`config.mk`:
```
export PLATFORM = sky130hd
export DESIGN_NAME = msg_uart_tx
export DESIGN_NICKNAME = d
export VERILOG_FILES = /design/src/rtl/msg_uart_tx.sv
export SDC_FILE = /design/constraint.sdc
export NUM_CORES = 1
export LEC_CHECK = 0
export ABC_AREA = 1
export BUFFER_PORTS_ARGS = -buffer_cell sky130_fd_sc_hd__buf_4
export CAP_MARGIN = 20
export CORE_MARGIN = 2
export CORE_UTILIZATION = 57
export DETAILED_ROUTE_END_ITERATION = 8
export GPL_ROUTABILITY_DRIVEN = 0
export PLACE_DENSITY = 0.91
export SLEW_MARGIN = 5
export SYNTH_ARGS = -nofsm -noshare
export SYNTH_HDL_FRONTEND = slang
export SYNTH_SLANG_ARGS = --single-unit
```
`constraint.sdc`:
```
create_clock -name clk -period 5.6 [get_ports clk]
set_input_delay 0.84 -clock clk [delete_from_list [all_inputs] [get_ports clk]]
set_output_delay 0.84 -clock clk [all_outputs]
set_load 0.005 [all_outputs]
```
`src/rtl/msg_uart_tx.sv`:
```
// UART serializer: sends an 8*MSG_BYTES-bit frame MSB byte first as back-to-back 8N1 characters.
// Build option MSG_UART_PARITY_EN adds an even-parity bit after each character's data bits.
module msg_uart_tx #(
  parameter int unsigned CLKS_PER_BIT = 16,
  parameter int unsigned MSG_BYTES    = 12
) (
  input  logic                   clk,
  input  logic                   reset,
  input  logic                   iTransmit,
  input  logic [8*MSG_BYTES-1:0] iMsg,
  output logic                   oTx,
  output logic                   oBusy,
  output logic                   oTxDone,
  output logic [3:0]             oByteIdx
);

  localparam int unsigned MSG_W     = 8 * MSG_BYTES;
  localparam logic [15:0] BAUD_LAST = 16'(CLKS_PER_BIT - 1);
  localparam logic [3:0]  IDX_LAST  = 4'(MSG_BYTES - 1);

  typedef enum logic [2:0] {
    IDLE,
    START,
    DATA,
`ifdef MSG_UART_PARITY_EN
    PARITY,
`endif
    STOP,
    DONE
  } state_t;

  state_t           state, stateNext;
  logic [15:0]      baudCnt, baudNext;
  logic [2:0]       bitCnt, bitNext, bitInc;
  logic [MSG_W-1:0] shiftReg, shiftNext;
  logic [3:0]       idxNext;
  logic             txNext, busyNext, doneNext;
  logic [7:0]       curByte;
  logic             baudEnd;

  assign curByte = shiftReg[MSG_W-1 -: 8];
  assign baudEnd = (baudCnt == BAUD_LAST);
  assign bitInc  = bitCnt + 3'd1;

  // Outputs are registered from next-state values so the line level changes on the same edge as the state.
  always_comb begin
    stateNext = state;
    baudNext  = baudEnd ? '0 : baudCnt + 16'd1;
    bitNext   = bitCnt;
    shiftNext = shiftReg;
    idxNext   = oByteIdx;
    txNext    = oTx;
    busyNext  = oBusy;
    doneNext  = 1'b0;
    unique case (state)
      IDLE: begin
        baudNext = '0;
        bitNext  = '0;
        idxNext  = '0;
        txNext   = 1'b1;
        busyNext = 1'b0;
        if (iTransmit) begin
          shiftNext = iMsg;
          stateNext = START;
          txNext    = 1'b0;
          busyNext  = 1'b1;
        end
      end
      START: begin
        if (baudEnd) begin
          stateNext = DATA;
          bitNext   = '0;
          txNext    = curByte[0];
        end
      end
      DATA: begin
        if (baudEnd) begin
          if (bitCnt == 3'd7) begin
`ifdef MSG_UART_PARITY_EN
            stateNext = PARITY;
            txNext    = ^curByte;
`else
            stateNext = STOP;
            txNext    = 1'b1;
`endif
          end else begin
            bitNext = bitInc;
            txNext  = curByte[bitInc];
          end
        end
      end
`ifdef MSG_UART_PARITY_EN
      PARITY: begin
        if (baudEnd) begin
          stateNext = STOP;
          txNext    = 1'b1;
        end
      end
`endif
      STOP: begin
        if (baudEnd) begin
          if (oByteIdx < IDX_LAST) begin
            // Next byte moves to the top of the shift register; start bit follows with no gap.
            idxNext   = oByteIdx + 4'd1;
            shiftNext = {shiftReg[MSG_W-9:0], 8'h00};
            stateNext = START;
            txNext    = 1'b0;
          end else begin
            stateNext = DONE;
            txNext    = 1'b1;
            busyNext  = 1'b0;
            doneNext  = 1'b1;
          end
        end
      end
      DONE: begin
        stateNext = IDLE;
        baudNext  = '0;
        idxNext   = '0;
        txNext    = 1'b1;
        busyNext  = 1'b0;
      end
      default: stateNext = IDLE;
    endcase
  end

  always_ff @(posedge clk or posedge reset) begin
    if (reset) begin
      state    <= IDLE;
      baudCnt  <= '0;
      bitCnt   <= '0;
      shiftReg <= '0;
      oByteIdx <= '0;
      oTx      <= 1'b1;
      oBusy    <= 1'b0;
      oTxDone  <= 1'b0;
    end else begin
      state    <= stateNext;
      baudCnt  <= baudNext;
      bitCnt   <= bitNext;
      shiftReg <= shiftNext;
      oByteIdx <= idxNext;
      oTx      <= txNext;
      oBusy    <= busyNext;
      oTxDone  <= doneNext;
    end
  end

endmodule

```
**Word level (Yosys, flattened, before mapping)**

Index checks and enable logic that the tools add are counted.

- Add/sub/neg operators: 3
- Reductions and logical operators: 13
- Multiplexer cells: 35
- Equality and inequality tests: 14
- Magnitude comparators: 2

Operator list:

| cell | number |
|---|---|
| 2-to-1 mux 96 bit | 3 |
| one-hot mux 96 bit (2 select lines) | 1 |
| 2-to-1 mux 16 bit | 2 |
| 2-to-1 mux 3 bit | 9 |
| adder 16 x 1 -> 16 bit, second input constant | 1 |
| equality test 16 x 4 -> 1 bit, second input constant | 1 |
| != test 2 bit, second input constant | 8 |
| 2-to-1 mux 1 bit | 12 |
| one-hot mux 3 bit (4 select lines) | 1 |
| AND reduction 4 bit | 3 |
| one-hot mux 3 bit (3 select lines) | 1 |
| 2-to-1 mux 4 bit | 2 |
| one-hot mux 4 bit (2 select lines) | 1 |
| equality test 3 x 2 -> 1 bit, second input constant | 2 |
| equality test 3 bit, second input constant | 2 |
| AND reduction 3 bit | 2 |
| nonzero test 3 bit | 2 |
| one-hot mux 1 bit (5 select lines) | 1 |
| AND reduction 5 bit | 1 |
| nonzero test 5 bit | 1 |
| adder 4 x 1 -> 4 bit, second input constant | 1 |
| < comparator 3 x 4 -> 1 bit, second input constant | 1 |
| < comparator 4 bit, second input constant | 1 |
| nonzero test 2 bit | 2 |
| other kinds (6) | 6 |

- Output and inout bits: 7
- Word-level logic and storage cells: 75
- Flip-flop bits (word level): 125
- Input port bits: 99

**Longest topological paths before layout**

Gate-level depths: netlist of run 1.

- Depth after elaboration: 6
- Mapped depth: 10
- Mapped depth without buffers: 9

**Worst setup path after synthesis of run 1**

No wires, ideal clock.

- Path kind: input-to-reg
- Start: input iTransmit
- End: register shiftReg[93]
- Arrival time: 1,504 ps
- Stages on the path: 7
- Path slack: 3,974 ps
- Setup time: 122 ps
- Cells stage by stage: nand3_1 nand2_1 nand3_4 buf_6 buf_6 nand2_1 o21ai_2

- Word-level cells in the longest chain between the ends: 2

Ends and longest elaborated chain:

| what | RTL line | RTL |
|---|---|---|
| start: declaration | 9 | `input logic iTransmit,` |
| != test 2 bit (no source line) | - |  |
| AND reduction 4 bit (no source line) | - |  |
| end signal: assignment | 141 | `shiftReg <= shiftNext;` |
| end: declaration | 35 | `logic [MSG_W-1:0] shiftReg, shiftNext;` |

Every way passes these cells.
A chain may end at the register's enable or synchronous reset.

**Worst setup path in the final report of run 1**

- Start: register state[2]
- End: register shiftReg[12]

- Word-level cells in the longest chain between the ends: 3
- Elaborated cells between the ends (all ways): 8
- Classes of those cells: eq/ne: 4; mux: 1; reduce/logical: 3

Ends and longest elaborated chain:

| what | RTL line | RTL |
|---|---|---|
| start: declaration | 32 | `state_t state, stateNext;` |
| start signal: assignment | 138 | `state <= stateNext;` |
| equality test 3 x 2 -> 1 bit or logical NOT 3 bit (tied branches) | 55 | `unique case (state)` |
| != test 2 bit (no source line) or nonzero test 2 bit (tied branches) | - |  |
| AND reduction 4 bit (no source line) | - |  |

Several ways; a longest one is shown, not always the timed one.

==> results.json, run 1 <==
{
  "antennaDiodeCount": 0,
  "multiInputGateArea_sq_um": 2869,
  "finalCritPeriodShare": 0.5635,
  "globalRouteOverflowTotal": 0,
  "detailedPlacementHpwl_mm": 9.621,
  "sequential_cell_area_sq_um": 3129,
  "routed-via-count": 4912,
  "leading_cell_types_by_total_area_after_synthesis": "dfrtp_1 48%, mux2i_1 14%, o21ai_2 12%, nand2_1 9.3%, buf_6 3.7%",
  "floorplan.core_area_sq_um": 10940,
  "synth_fp_nets": 742,
  "worstSkewPairLatency_ns": 0.42,
  "synth_seq_area_share": 0.4865,
  "timing.critical_path.fanout_max": 76,
  "number_of_antenna_violations_at_the_first_check_in_global_routing": 0,
  "setup_violations": 0,
  "io-pin-count": 106,
  "grt_usage": 0.2595,
  "finalCoreUtilization": 0.7050,
  "detail_route.iter0.violations": 299,
  "cp.required_ns": 5.94,
  "cts_resized": 0,
  "routed_wire_length_per_instance_um": 16.29,
  "mappedNetlistArea_sq_um": 6432,
  "synth_warnings": 0,
  "worstSetupStartpointType": "flip-flop",
  "yosys.cell_types.count": 32,
  "initial_core_utilization": 0.5882,
  "grt_setup_unrepaired": "no",
  "outcome": "finished, final reports clean",
  "hold_path_class": "flip-flop to flip-flop",
  "ir_worst_vdd_mv": 0.2728,
  "tritoncts": "done",
  "yosys_register_bits": 125,
  "end_kind": "flip-flop",
  "cts.repair_timing.setup_buffer_count": 0,
  "drc": 0,
  "synth_cells": 639,
  "totalNegativeSetupSlack_ns": 0,
  "cts.reportedPaths.clkPinSlew_ns": 0.06,
  "p_leak_nw": 4.249,
  "nNetsFinal": 840,
  "ys_dominant_reg_cell": "dfrtp_1",
  "post_route_cells_drive_above_1_share": 0.3227,
  "highest_attainable_clock_frequency_mhz": 316.9,
  "chipWidth_um": 110.2,
  "maximum_capacitance_violations": 0,
  "grt_start_max_net_pins": 77,
  "drt-total-wl_mm": 14.50,
  "power-per-cell-area_nw_per_um2": 452.3,
  "cts-root-buf": "clkbuf_16",
  "relative_max_transition_margin": 0.3554,
  "synth_top_area_frac": 0.4824,
  "postCtsHoldBufs": 0,
  "synth-edff-count": 0,
  "cts-root-to-sink-buffers": 2,
  "ant_nets": 0,
  "routed_via_density": 5.519,
  "cts_buffers": 17,
  "portBuffers": 105,
  "area_growth_pct": 19.86,
  "proportion_of_synthesized_flip_flops_having_asynchronous_set_or_reset": 1.000,
  "num-fill-cells": 771,
  "worst_clk_skew_ns": 0.006292,
  "synth.largest_area_cell": "dfrtp_1",
  "cts_htree_levels": 4,
  "drtPass1Iterations": 5,
  "timing.final.hold_violations": 0,
  "tightest_slew_ns": 0.9670,
  "final_max_slew_viol_count": 0,
  "rows": 38,
  "grt_pass1_vias": 5044,
  "floorplan.die_area_sq_um": 12150,
  "worst-endpoint-arrival_ns": 3.49,
  "die-height_um": 110.2,
  "final.min_clock_period_ns": 3.155,
  "clock-sinks": 125,
  "average_cell_area_after_synthesis_sq_um": 10.07,
  "worst-setup-path-type": "flip-flop to flip-flop",
  "global_route_wire_length_before_repair_mm": 23.86
}
stage by stage:
stage	cell area [sq um]	hold slack [ns]	power, W	worst slack, ns	cells
floorplan	6432	0.4329	0.002240	1.434	639
global placement	7157	0.4504	0.002370	2.663	858
detailed placement	7157	0.4623	0.002449	2.549	858
CTS	7710	0.4800	0.003496	2.461	890
global route	7710	0.4939	0.003700	2.218	890
finish	7710	0.4794	0.003487	2.445	890
metal layers:
layer / track usage / up-vias / wire length [um]
met4: 0.1116 / 0 / 428
met5: 0 / - / 0
li1: - / 2332 / -
met1: 0.3014 / 2371 / 5704
met2: 0.4509 / 165 / 7493
met3: 0.07113 / 44 / 874
worst max-delay path, cell delays in order, from the launching register on:
cell      delay (ns)
dfrtp_1         0.42
inv_2           0.14
nand3_4         0.53
clkinv_2        0.30
nand2_4         0.11
nand3_4         0.68
buf_4           0.57
nand2_1         0.17
o21ai_2         0.10
area by class of cell:
class,count,area share
clock buffers,20,0.05923
clock inverters,12,0.01250
inverters,37,0.01850
multi-input cells,444,0.3721
flip-flops and latches,125,0.4059
well taps,140,0.02272
repair buffers,112,0.1091
kinds of logic after synthesis:
logic type,Yosys count,share of synthesized area
muxes,88,0.1369
buffers and inverters,70,0.06944
adders and majority gates,4,0.007781
xor gates and xnor gates,6,0.008170
AOI/OAI and AO/OA,120,0.1447
DFF,125,0.4865
and+or+nand+nor,226,0.1465
Yosys cell counts (2+ instances only):
cell	instances
o21ai_0	24
buf_4	4
o22ai_1	2
buf_6	21
dfrtp_1	124
ha_1	4
nand3b_1	2
a21oi_1	6
clkbuf_1	2
nand4_1	3
o21ai_2	86
nand2_4	2
o21a_1	2
mux2i_1	88
buf_2	5
nand3_1	16
nor2_1	28
nand2_1	160
inv_1	35
nor3_1	8
xor2_1	5
or2_2	2
sequential cells by signal, indices dropped and copies added (netlist names):
register,flops
shiftReg,96
oTxDone,1
oBusy,1
oByteIdx,4
state,3
oTx,1
baudCnt,16
bitCnt,3
path summary, 6_finish.rpt:
kind,startpoint,endpoint,slack [ns],cells after the start
min,baudCnt[0]$_DFF_PP0_,baudCnt[0]$_DFF_PP0_,0.48,1
min in group asynchronous,reset,shiftReg[47]$_DFFE_PP0P_,0.61,2
max,state[2]$_DFFE_PP0P_,shiftReg[12]$_DFFE_PP0P_,2.44,8
min reg2reg,baudCnt[0]$_DFF_PP0_,baudCnt[0]$_DFF_PP0_,0.48,1
max in group asynchronous,reset,shiftReg[64]$_DFFE_PP0P_,3.79,3
max reg2reg,state[2]$_DFFE_PP0P_,shiftReg[12]$_DFFE_PP0P_,2.44,8
report_power, final:
group | switching (W) | internal [W] | leakage [nW]
combinational | 0.000541 | 0.000393 | 2.40
clock | 0.000399 | 0.000627 | 0.271
sequential | 0.000239 | 0.00129 | 1.58
total | 0.00118 | 0.00231 | 4.25
cell usage in the layout, fill, tap and decap left out, drive strengths merged:
master,synthesis,routed
a21oi,6,6
nor3,8,8
dfstp,1,1
nor2,29,29
o21a,2,2
mux2i,88,88
bufinv,0,1
or2,2,2
nand4,3,3
xnor2,1,1
nand2,163,163
ha,4,4
inv,36,36
nand3b,2,2
o21ai,110,110
xor2,5,5
o22ai,2,2
clkinv,1,9
clkinvlp,0,3
nor3b,1,1
clkbuf,3,20
dfrtp,124,124
nand3,18,18
buf,30,112
No activity file was read; power rests on OpenSTA's default activity.
==> run 2: changes to the inputs <==
- CORE_UTILIZATION: 57 -> 51
- PLACE_DENSITY: 0.91 -> 0.86
- clock period: 5.6 -> 2.6 ns (I/O delays scaled with it)
==> results.json, run 2 (same netlist as run 1, synthesis figures left out) <==
{
  "setup_violations": 0,
  "most-common-layout-cells": "160 x nand2_1, 124 x dfrtp_1, 109 x buf_4",
  "relative_max_transition_margin": 0.4941,
  "largest_delay_contributor_family_on_the_critical_path": "simple AND/OR/NAND/NOR gates",
  "finalCoreUtilization": 0.6315,
  "post_layout_nonfiller_instances": 924,
  "slowest_stage": "dfrtp_1",
  "timing.critical_path.fanout_max": 114,
  "top_regs": "shiftReg x96, baudCnt x16, oByteIdx x4",
  "cts.reportedPaths.clkPinSlew_ns": 0.05,
  "routed_via_density": 5.165,
  "power.net_switching_w": 0.002439,
  "routed_wire_length_per_instance_um": 14.83,
  "critical_path.most_common_cell": "nand2_1",
  "layout_commonest_cell": "nand2_1",
  "detailedPlacementHpwl_mm": 9.425,
  "clockPowerShare": 0.312,
  "final.min_clock_period_ns": 1.993,
  "highest_attainable_clock_frequency_mhz": 501.7,
  "portBuffers": 105,
  "cts_htree_levels": 4,
  "multiInputGateArea_sq_um": 2869,
  "drc": 0,
  "worstSetupStartpointType": "flip-flop",
  "worst-endpoint-arrival_ns": 2.33,
  "worst-r2r-setup-slack_ns": 0.61,
  "area_growth_pct": 22.39,
  "switching_power_as_a_share_of_total_power": 0.3186,
  "finalWorstSetupSlack_ns": 0.6066,
  "cts-root-to-sink-buffers": 2,
  "internal_power_w": 0.005217,
  "number_of_antenna_violations_at_the_first_check_in_global_routing": 0,
  "final_max_slew_viol_count": 0,
  "cp.required_ns": 2.93,
  "place_inst": 892,
  "global_route_wire_length_before_repair_mm": 22.67,
  "largest_reg_flops": 96,
  "grt_setup_unrepaired": "no",
  "ant_nets": 0,
  "drtPass1Iterations": 5,
  "initial_core_utilization": 0.5160,
  "p_leak_nw": 4.299,
  "antennaDiodeCount": 0,
  "floorplan.die_area_sq_um": 13530,
  "cts-root-buf": "clkbuf_16",
  "rows": 41,
  "cts.repair_timing.setup_buffer_count": 0,
  "totalNegativeSetupSlack_ns": 0,
  "tightest_slew_ns": 0.7573,
  "share_seq_of_total_power": 0.429,
  "nNetsFinal": 842,
  "clock-sinks": 125,
  "worstPathBufferInverterCount": 2,
  "power-per-cell-area_nw_per_um2": 972.5,
  "grt_start_max_net_pins": 115,
  "timing.final.hold_violations": 0,
  "maximum_capacitance_violations": 0,
  "top_register": "shiftReg",
  "outcome": "finished, final reports clean",
  "routed-via-count": 4772,
  "detail_route.iter0.violations": 267,
  "io-pin-count": 106,
  "drt-total-wl_mm": 13.70,
  "worstSkewPairLatency_ns": 0.41,
  "chipWidth_um": 116.3,
  "post_route_cells_drive_above_1_share": 0.3178,
  "timing.critical_path.cells": "nor2_1 -> buf_4 -> nand3_1 -> nand2_1 -> nand3_4 -> buf_12 -> nand2_1 -> o21ai_2",
  "cts_resized": 0,
  "postCtsHoldBufs": 0,
  "place_worst_setup_slack_ns": 0.6600,
  "ir_worst_vdd_mv": 0.4682,
  "tritoncts": "done",
  "end_kind": "flip-flop",
  "globalRouteOverflowTotal": 0,
  "hold_path_class": "primary input to asynchronous set/reset pin",
  "power.combinational.fraction": 0.259,
  "grt_pass1_vias": 4956,
  "floorplan.core_area_sq_um": 12470,
  "worst_clk_skew_ns": 0.008674,
  "cts_buffers": 17,
  "num-fill-cells": 975,
  "sequential_cell_area_sq_um": 3129,
  "die-height_um": 116.3,
  "crit_path_max_incr_delay_ns": 0.50,
  "finalCritPeriodShare": 0.7667,
  "grt_usage": 0.2149,
  "worst-setup-path-type": "flip-flop to flip-flop"
}
## run 2: worst register-to-register path, cell delays in order, from the launching register on
cell and delay (ns):
dfrtp_1 0.50, nor2_1 0.10, buf_4 0.19, nand3_1 0.15, nand2_1 0.12, nand3_4 0.13
buf_12 0.43, nand2_1 0.21, o21ai_2 0.10
## run 2: stage by stage
stage                     power (W)  hold slack, ns  cell area, sq um
after floorplan            0.004826          0.4329              6436
after global placement     0.005136          0.4428              7276
after detailed placement   0.005279          0.4544              7276
after CTS                  0.007711          0.1175              7873
after global routing       0.008144          0.1579              7873
final                      0.007656          0.1169              7873
## run 2: worst paths after layout
check	startpoint	end	depth (start not counted)
worst max-delay path	state[0]$_DFFE_PP0P_	shiftReg[43]$_DFFE_PP0P_	8
worst max register to register	state[0]$_DFFE_PP0P_	shiftReg[43]$_DFFE_PP0P_	8
worst min-delay path	reset	oByteIdx[2]$_DFFE_PP0P_	2
max in group asynchronous	reset	shiftReg[38]$_DFFE_PP0P_	3
min in group clk	iMsg[6]	shiftReg[6]$_DFFE_PP0P_	3
worst min register to register	baudCnt[0]$_DFF_PP0_	baudCnt[0]$_DFF_PP0_	1
## run 2: metal layers
| metal | vias to the layer above | share of wire | track usage |
|---|---|---|---|
| met4 | 0 | 0.024 | 0.09365 |
| met3 | 32 | 0.065 | 0.07577 |
| li1 | 2332 | - | - |
| met2 | 141 | 0.51 | 0.3612 |
| met5 | - | 0 | 0 |
| met1 | 2267 | 0.40 | 0.2492 |
## run 2: power groups by stage
stage	registers, W	clock network (W)	logic, W
2_1_floorplan	0.00313	0	0.00169
3_3_place_gp	0.00326	0	0.00188
3_5_place_dp	0.00330	0	0.00198
4_1_cts	0.00328	0.00242	0.00201
5_1_grt	0.00338	0.00251	0.00225
6_report	0.00329	0.00239	0.00198
## run 2: final cells by class
class / count / area share
sequential: 125 / 0.3975
multi-input combinational: 444 / 0.3644
timing repair buffer: 114 / 0.1167
clock buffer: 26 / 0.06214
tap: 172 / 0.02734
inverter: 37 / 0.01828
clock inverter: 6 / 0.01367
==> run 3: changes to the inputs <==
- clock period: 2.6 -> 1.7 ns (I/O delays scaled with it)
==> results.json, run 3 (same netlist as run 1, synthesis figures left out) <==
{
  "outcome": "finished, final reports clean",
  "cts-root-to-sink-buffers": 2,
  "worst-setup-path-type": "flip-flop to flip-flop",
  "worstSkewPairLatency_ns": 0.42,
  "post_layout_nonfiller_instances": 950,
  "p_leak_nw": 4.494,
  "drtPass1Iterations": 5,
  "top_regs": "shiftReg x96, baudCnt x16, oByteIdx x4",
  "io-pin-count": 106,
  "globalRouteOverflowTotal": 0,
  "worstSetupStartpointType": "flip-flop",
  "timing.critical_path.fanout_max": 19,
  "relative_max_transition_margin": 0.7207,
  "num-fill-cells": 905,
  "hold-path-cell-count": 3,
  "ant_nets": 0,
  "report.power.total_w": 0.01216,
  "detailedPlacementHpwl_mm": 9.631,
  "clock-sinks": 125,
  "top_register": "shiftReg",
  "drc": 0,
  "timing.critical_path.cells": "ha_4 -> nand3_4 -> nor2_4 -> nand2_2 -> nand2_4 -> nand3_4 -> clkbuf_16 -> buf_16 -> nand2_2 -> o21ai_2",
  "worst-endpoint-arrival_ns": 1.95,
  "timing.critical_path.depth": 10,
  "ff2ff_path_depth": 10,
  "tightest_slew_ns": 0.4189,
  "final_max_slew_viol_count": 0,
  "grt_setup_unrepaired": "yes",
  "maximum_capacitance_violations": 0,
  "post_route_cells_drive_above_1_share": 0.3608,
  "cp.required_ns": 2.00,
  "grt_pass1_vias": 5116,
  "worstPathBufferInverterCount": 2,
  "routed-via-count": 5052,
  "end_kind": "flip-flop",
  "worst_clk_skew_ns": 0.007439,
  "slowest_stage": "dfrtp_1",
  "place_inst": 901,
  "largest_delay_contributor_family_on_the_critical_path": "simple AND/OR/NAND/NOR gates",
  "finalCritPeriodShare": 0.9737,
  "number_of_antenna_violations_at_the_first_check_in_global_routing": 2,
  "floorplan.core_area_sq_um": 12470,
  "drt-total-wl_mm": 15.70,
  "global_route_wire_length_before_repair_mm": 24.27,
  "timing.final.hold_violations": 0,
  "largest_reg_flops": 96,
  "most-common-layout-cells": "152 x nand2_1, 124 x dfrtp_1, 122 x buf_4",
  "grt_start_max_net_pins": 80,
  "routed_via_density": 5.318,
  "cts-root-buf": "clkbuf_16",
  "highest_attainable_clock_frequency_mhz": 604.1,
  "tritoncts": "done",
  "crit_path_max_incr_delay_ns": 0.39,
  "portBuffers": 105,
  "ir_worst_vdd_mv": 0.8716,
  "power-per-cell-area_nw_per_um2": 1464,
  "die-height_um": 116.3,
  "cts_htree_levels": 4,
  "hold_path_class": "primary input to flip-flop",
  "detail_route.iter0.violations": 393,
  "nNetsFinal": 867,
  "final.min_clock_period_ns": 1.655,
  "rows": 41,
  "floorplan.die_area_sq_um": 13530,
  "area_growth_pct": 29.06,
  "cts.reportedPaths.clkPinSlew_ns": 0.05,
  "initial_core_utilization": 0.5160,
  "grt_usage": 0.2345,
  "chipWidth_um": 116.3,
  "setup_violations": 0,
  "routed_wire_length_per_instance_um": 16.52,
  "layout_commonest_cell": "nand2_1",
  "cts_buffers": 17
}
==> run 3: changes by cell type in the layout (fill, tap and decap cells not counted), moves of 4 or more <==
cell and delta:
buf_16 +6, buf_4 +13, o21ai_1 +8, nand2_1 -8
o21ai_0 -8, nand2_2 +8, clkbuf_16 +4
==> run 3: tightest hold or removal path, stage by stage <==
cell and delay [ns]:
buf_4 0.11, nand2_1 0.07, o21ai_2 0.06
==> run 3: metal layers <==
layer,track usage,wire length [um],vias up
met3,0.08563,926,33
met1,0.2608,5969,2485
met2,0.4143,8481,139
met4,0.08333,317,0
li1,-,-,2395
met5,0,0,-
==> run 3: through the flow <==
| stage | cell area, sq um | util | worst slack (ns) | setup TNS, ns | hold WS [ns] |
|---|---|---|---|---|---|
| 2_1_floorplan | 6436 | - | -0.09347 | -11.59 | 0.4134 |
| 3_3_place_gp | 7381 | 0.5921 | 0.01217 | 0 | 0.3720 |
| 3_5_place_dp | 7381 | 0.5921 | -0.1068 | -1.822 | 0.3768 |
| 4_1_cts | 8107 | 0.6503 | -0.02115 | -0.2067 | 0.09918 |
| 5_1_grt | 8297 | 0.6656 | -0.05516 | -2.315 | 0.1048 |
| 6_report | 8302 | 0.6660 | 0.04477 | 0 | 0.1061 |
==> run 3: timing repair <==
item / in CTS / in global routing
pin swaps: 4 / 5
hold buffers: 1 / 0
setup endpoints to repair: 46 / 99
resized for setup: 11 / 26
buffers inserted: 5 / 4
hold endpoints to repair: 45 / 0
gates cloned: 3 / 4
==> run 3: path summary, 6_finish.rpt <==
path,start,to,slack [ns]
max reg2reg,baudCnt[1]$_DFF_PP0_,shiftReg[58]$_DFFE_PP0P_,0.04
max,baudCnt[1]$_DFF_PP0_,shiftReg[58]$_DFFE_PP0P_,0.04
min in group asynchronous,reset,oByteIdx[1]$_DFFE_PP0P_,0.49
min reg2reg,shiftReg[93]$_DFFE_PP0P_,shiftReg[93]$_DFFE_PP0P_,0.48
max in group asynchronous,reset,shiftReg[35]$_DFFE_PP0P_,0.82
min,iMsg[4],shiftReg[4]$_DFFE_PP0P_,0.11
==> run 3: power breakdown <==
group          internal (W)  switching [W]
Sequential          0.00425       0.000827
Clock               0.00203        0.00127
Combinational       0.00179        0.00199
Total               0.00807        0.00409
==> run 3: layout make-up <==
class                           instances  area (sq um)  area share
Clock inverter                          6         35.03    0.004220
Timing Repair Buffer                  139          1311      0.1580
Multi-Input combinational cell        444          2957      0.3561
Clock buffer                           25         505.5     0.06089
Antenna cell                            2         5.005   0.0006029
Tap cell                              172         215.2     0.02592
Inverter                               37         143.9     0.01733
Sequential cell                       125          3129      0.3769
